$ cat src/rtl/shim_ad5676_pkg.sv
// Shared constants, AD5676 command codes and SPI transmitter states for the DAC shim.
package shim_ad5676_pkg;

  localparam int SPI_CMD_BITS  = 24;
  localparam int N_CS_HIGH_MIN = 3;

  localparam logic [3:0] WRITE_INPUT  = 4'h1;
  localparam logic [3:0] UPDATE       = 4'h2;
  localparam logic [3:0] WRITE_UPDATE = 4'h3;
  localparam logic [3:0] POWER        = 4'h4;
  localparam logic [3:0] RESET        = 4'h6;

  typedef enum logic [2:0] {IDLE, LEAD, SHIFT_LO, SHIFT_HI, HOLD} state_e;

  // The calculator may request fewer periods than the DAC tolerates; never go below the floor.
  function automatic logic [4:0] clamp_n_cs_high(input logic [4:0] t);
    return (t < 5'(N_CS_HIGH_MIN)) ? 5'(N_CS_HIGH_MIN) : t;
  endfunction

endpackage

$ cat src/rtl/shim_ad5676_dac_spi_tx.sv
// AD5676 SPI transmitter: shifts 24-bit command words out MSB first and enforces the
// calculator-supplied n_cs high time between frames.
module shim_ad5676_dac_spi_tx
  import shim_ad5676_pkg::*;
#(
  parameter int HALF_PERIOD = 1,
  parameter int CNT_W       = 8
) (
  input  logic                    clk,
  input  logic                    reset,
  input  logic [4:0]              n_cs_high_time,
  input  logic                    timing_valid,
  input  logic [SPI_CMD_BITS-1:0] cmd_data,
  input  logic                    cmd_valid,
  output logic                    cmd_ready,
  input  logic                    timing_err_clr,
  output logic                    timing_err,
  output logic                    frame_done,
  output logic                    busy,
  output logic                    n_cs,
  output logic                    sclk,
  output logic                    sdi
);

  localparam logic [CNT_W-1:0] HP_LAST  = CNT_W'(HALF_PERIOD - 1);
  localparam logic [4:0]       BIT_LAST = 5'(SPI_CMD_BITS - 1);

  state_e                  state_q, state_d;
  logic [CNT_W-1:0]        hp_cnt_q, hp_cnt_d;
  logic [CNT_W-1:0]        hold_cnt_q, hold_cnt_d;
  logic [4:0]              bit_cnt_q, bit_cnt_d;
  logic [4:0]              n_hold_q, n_hold_d;
  logic [SPI_CMD_BITS-1:0] shreg_q, shreg_d;
  logic                    cmd_ready_q, cmd_ready_d;
  logic                    timing_err_q, timing_err_d;
  logic                    frame_done_q, frame_done_d;
  logic                    busy_q, busy_d;
  logic                    n_cs_q, n_cs_d;
  logic                    sclk_q, sclk_d;
  logic                    sdi_q, sdi_d;
  logic                    hp_last;
  logic                    on_wire;

  always_comb begin
    // NOTE: every _d starts from its _q (or a pulse default) so no path leaves it unassigned and infers a latch.
    state_d      = state_q;
    hp_cnt_d     = hp_cnt_q;
    hold_cnt_d   = hold_cnt_q;
    bit_cnt_d    = bit_cnt_q;
    n_hold_d     = n_hold_q;
    shreg_d      = shreg_q;
    frame_done_d = 1'b0;
    hp_last      = (hp_cnt_q == HP_LAST);

    timing_err_d = timing_err_q & ~timing_err_clr;
    if (state_q == IDLE && cmd_valid && !timing_valid) timing_err_d = 1'b1;

    unique case (state_q)
      IDLE: begin
        if (cmd_valid && cmd_ready_q) begin
          shreg_d   = cmd_data;
          n_hold_d  = clamp_n_cs_high(n_cs_high_time);
          hp_cnt_d  = '0;
          bit_cnt_d = '0;
          state_d   = LEAD;
        end
      end
      LEAD: begin
        hp_cnt_d = hp_cnt_q + CNT_W'(1);
        if (hp_last) begin
          hp_cnt_d = '0;
          state_d  = SHIFT_LO;
        end
      end
      SHIFT_LO: begin
        hp_cnt_d = hp_cnt_q + CNT_W'(1);
        if (hp_last) begin
          hp_cnt_d = '0;
          state_d  = SHIFT_HI;
          // The final bit stays on sdi through the last high phase.
          if (bit_cnt_q != BIT_LAST) shreg_d = {shreg_q[SPI_CMD_BITS-2:0], 1'b0};
        end
      end
      SHIFT_HI: begin
        hp_cnt_d = hp_cnt_q + CNT_W'(1);
        if (hp_last) begin
          hp_cnt_d = '0;
          if (bit_cnt_q == BIT_LAST) begin
            state_d      = HOLD;
            frame_done_d = 1'b1;
            // Counts down to zero; the IDLE accept cycle completes the (N+1) SCLK periods.
            hold_cnt_d   = CNT_W'((int'(n_hold_q) + 1) * 2 * HALF_PERIOD - 2);
          end else begin
            bit_cnt_d = bit_cnt_q + 5'd1;
            state_d   = SHIFT_LO;
          end
        end
      end
      HOLD: begin
        if (hold_cnt_q == '0) state_d = IDLE;
        else                  hold_cnt_d = hold_cnt_q - CNT_W'(1);
      end
    endcase

    on_wire     = state_d inside {LEAD, SHIFT_LO, SHIFT_HI};
    n_cs_d      = ~on_wire;
    sclk_d      = (state_d != SHIFT_LO);
    sdi_d       = on_wire & shreg_d[SPI_CMD_BITS-1];
    busy_d      = (state_d != IDLE);
    cmd_ready_d = (state_d == IDLE) & timing_valid;
  end

  // NOTE: state updates use non-blocking assignments so every flop samples pre-edge values.
  always_ff @(posedge clk or posedge reset) begin
    if (reset) begin
      state_q      <= IDLE;
      hp_cnt_q     <= '0;
      hold_cnt_q   <= '0;
      bit_cnt_q    <= '0;
      n_hold_q     <= '0;
      shreg_q      <= '0;
      cmd_ready_q  <= 1'b0;
      timing_err_q <= 1'b0;
      frame_done_q <= 1'b0;
      busy_q       <= 1'b0;
      n_cs_q       <= 1'b1;
      sclk_q       <= 1'b1;
      sdi_q        <= 1'b0;
    end else begin
      state_q      <= state_d;
      hp_cnt_q     <= hp_cnt_d;
      hold_cnt_q   <= hold_cnt_d;
      bit_cnt_q    <= bit_cnt_d;
      n_hold_q     <= n_hold_d;
      shreg_q      <= shreg_d;
      cmd_ready_q  <= cmd_ready_d;
      timing_err_q <= timing_err_d;
      frame_done_q <= frame_done_d;
      busy_q       <= busy_d;
      n_cs_q       <= n_cs_d;
      sclk_q       <= sclk_d;
      sdi_q        <= sdi_d;
    end
  end

  assign cmd_ready  = cmd_ready_q;
  assign timing_err = timing_err_q;
  assign frame_done = frame_done_q;
  assign busy       = busy_q;
  assign n_cs       = n_cs_q;
  assign sclk       = sclk_q;
  assign sdi        = sdi_q;

endmodule

$ cat config.mk
export PLATFORM = sky130hd
export DESIGN_NAME = shim_ad5676_dac_spi_tx
export DESIGN_NICKNAME = d
export VERILOG_FILES = /design/src/rtl/shim_ad5676_pkg.sv /design/src/rtl/shim_ad5676_dac_spi_tx.sv
export SDC_FILE = /design/constraint.sdc
export NUM_CORES = 1
export LEC_CHECK = 0
export BUFFER_PORTS_ARGS = -buffer_cell sky130_fd_sc_hd__buf_2
export CORE_MARGIN = 4
export CORE_UTILIZATION = 52
export DETAILED_ROUTE_END_ITERATION = 8
export GPL_TIMING_DRIVEN = 0
export PLACE_DENSITY = 0.78
export SYNTH_ARGS = -nofsm -noshare
export SYNTH_HDL_FRONTEND = slang
export SYNTH_SLANG_ARGS = --single-unit
$ cat constraint.sdc
create_clock -name clk -period 1.9 [get_ports clk]
set_input_delay 0.285 -clock clk [delete_from_list [all_inputs] [get_ports clk]]
set_output_delay 0.285 -clock clk [all_outputs]
set_load 0.01 [all_outputs]
==> qor.yml <==
final_common_cell: "nand2_1"
avgRoutedWirePerCell_um: 14.6
p_clk_share_pct: 51.1
critical_path_arrival_ps: 2070
switchingPower_w: 0.000569
cp-start-kind: "flop"
tns_ps: 0
setup_viol_count_final: 0
cts-htree-levels: 3
ys_warn_count: 0
slew_viol_final: 0
power_frac_seq_pct: 46.4
gp_congestion: 0.859
cts_made_buffers: 9
drive_gt1_share_pct: 29.4
num-nets-final: 446
cts_tree: "built"
finalHoldViolations: 0
fmax_mhz: 539
drc: 0
hold-worst-slack_ps: 131
core_um2: 5640
relSlewSlack_pct: 65.6
max_stage_delay_ps: 430
grt_max_degree: 38
grt_pass1_wl_um: 11800
status: "finished, final reports clean"
cp_num_buf_inv: 1
p_per_area_nw_per_um2: 700
antenna_found_initial: 0
grt_pass1_vias: 2560
drv_cap: 0
grt_usage_pct: 20.2
detailed_place_hpwl_um: 4520
overflow: 0
clk_latency_ps: 340
p_sw_share_pct: 20.7
endpoint_kind: "flop"
vias_per_cell: 5.69
avgSynthCellArea_um2: 9.24
crit_required_ps: 2120
die-area_um2: 7290
io_pins: 41
synth_cells: 337
rsz0062_at_grt: "yes"
dr_total_vias: 2747
min_path_type: "primary input to flop"
min_period_ps: 1860
crit_family: "simple AND/OR/NAND/NOR gates"
start_util_pct: 55.2
period_share_pct: 97.7
power_w: 0.00275
synth_nets: 377
path_cells: "ha_4 > and4b_2 > and4b_2 > buf_6 > a22o_1 > a21o_1 > nor2b_1"
root_buffer: "clkbuf_8"
fin_skew_ps: 9.90
floorplan.die.width_um: 85.4
r2r-start: "bit_cnt_q[0]"
leakage_nw: 1.98
critPathKind: "flop to flop"
critical-path-slowest-cell: "dfrtp_1"
placementRows: 27
numPortBuffers: 40
cts_sinks: 60
antenna_cells: 0
clock_path_buffers: 2
ir_drop_v: 0.000609
final_cell_mix: "86 x nand2_1, 56 x dfrtp_1, 47 x buf_2"
synth_cell_types: 52
totalWireLength_um: 7040
regToRegEndpoint: "sdi"
fin_util_pct: 69.6
path_depth: 7
cpMostUsedCell: "and4b_2"
area_growth_pct: 26.0
cts.clk_slew.worst_paths_ps: 70
ant_nets: 0
dr.pass1.iters: 4
power.internal_w: 0.00218
r2r_slack_ps: 40
r2r_cells: 7
tightest_slew_ps: 515
min-delay-start: "timing_err_clr"
netlist_area_um2: 3120
first_iter_violations: 200
synth-seq-cells: 60
async_flop_share_pct: 100
ys.flop_type: "dfrtp_1"
cp_max_fo: 6
startpoint: "bit_cnt_q[0]"
synth-edff-count: 0
worstSetupEndpoint: "sdi"
synth_seq_area_share_pct: 48.3
die_h_um: 85.4
comb_power_share_pct: 2.5
metrics by stage:
step | instances | instance area (um2) | setup WS (ps)
6_report | 483 | 3930 | 44.2
5_1_grt | 483 | 3930 | -54.1
4_1_cts | 469 | 3740 | 3.59
3_5_place_dp | 450 | 3430 | -197
3_3_place_gp | 449 | 3410 | -611
2_1_floorplan | 337 | 3120 | 41.4
final cells by class:
cell class                      count  area [um2]
Inverter                           10        37.5
Clock inverter                      6         113
Buffer                             18         115
Timing Repair Buffer               59         355
Clock buffer                       10         128
Multi-Input combinational cell    248        1580
Tap cell                           72        90.1
Fill cell                         432        1720
Sequential cell                    60        1510
Yosys cell counts, drive strengths merged, types with 2 or more instances:
cell    instances  area, um2
a211oi          3       22.5
a21o            2       15.0
a21oi           5       25.0
a22o            3       26.3
a22oi          23        186
a31o            2       17.5
a31oi           7       43.8
and3            3       18.8
and4b           2       20.0
buf            12       66.3
clkbuf          7       26.3
dfrtp          58       1450
dfstp           2       52.6
ha              6       75.1
inv            10       37.5
mux2i           4       40.0
nand2          88        330
nand2b          7       43.8
nand3           9       45.0
nand4           5       46.3
nor2           13       51.3
nor3            5       25.0
nor3b           4       35.0
nor4            5       52.6
o211ai          2       15.0
o21ai          26        138
o31ai           2       15.0
or4             2       18.8
xnor2           6       52.6
state kept, by name, indices dropped and copies added, names as in the netlist:
signal and flops:
cmd_ready 1, hp_cnt_q 8, bit_cnt_q 5, busy 1
frame_done 1, timing_err 1, sdi 1, hold_cnt_q 8
state_q 3, shreg_q 24, n_hold_q 5, n_cs 1
sclk 1
kinds of logic (layout without fill, tap and decap cells):
| kind of cell | Yosys count | count (layout) | share of synthesized area, % |
|---|---|---|---|
| XOR/XNOR | 7 | 7 | 1.97 |
| buffers and inverters | 29 | 103 | 4.18 |
| AO/OA/AOI/OAI | 84 | 84 | 19.0 |
| AND/OR/NAND/NOR | 147 | 147 | 22.9 |
| flip-flops | 60 | 60 | 48.3 |
| adder cells (fa/ha/maj) | 6 | 6 | 2.41 |
| multiplexers | 4 | 4 | 1.29 |
how the worst min path moves through the flow:
stage	to	slack, ps	depth (start not counted)
after floorplan	timing_err	380	1
after global placement	shreg_q[7]	460	2
after detailed placement	sdi	360	2
after CTS	timing_err	120	2
after global routing	timing_err	120	2
final	timing_err	130	2
power groups by stage:
stage / sequential, W / combinational [W] / clock, W
floorplan: 0.00130 / 0.0000198 / 0
global placement: 0.00130 / 0.0000620 / 0
detailed placement: 0.00130 / 0.0000683 / 0
CTS: 0.00128 / 0.0000700 / 0.00143
global route: 0.00128 / 0.0000783 / 0.00151
finish: 0.00128 / 0.0000686 / 0.00140
timing repair:
action                                  CTS  global route
buffers inserted                          3            13
pin swaps                                 2             7
resized for setup                        13            25
hold buffers                              1             0
endpoints found under the setup margin   33            39
gates cloned                              0             1
endpoints found under the hold margin    21             0
layer usage:
metal  GRT usage [%]  vias to the layer above  part of all wire (%)
li1                -                     1336                     -
met1            26.0                     1298                    42
met2            31.4                      101                    49
met3            8.45                       12                   7.7
met4            5.47                        0                   1.5
met5               0                        -                     0
(Power assumes the default switching activity.)
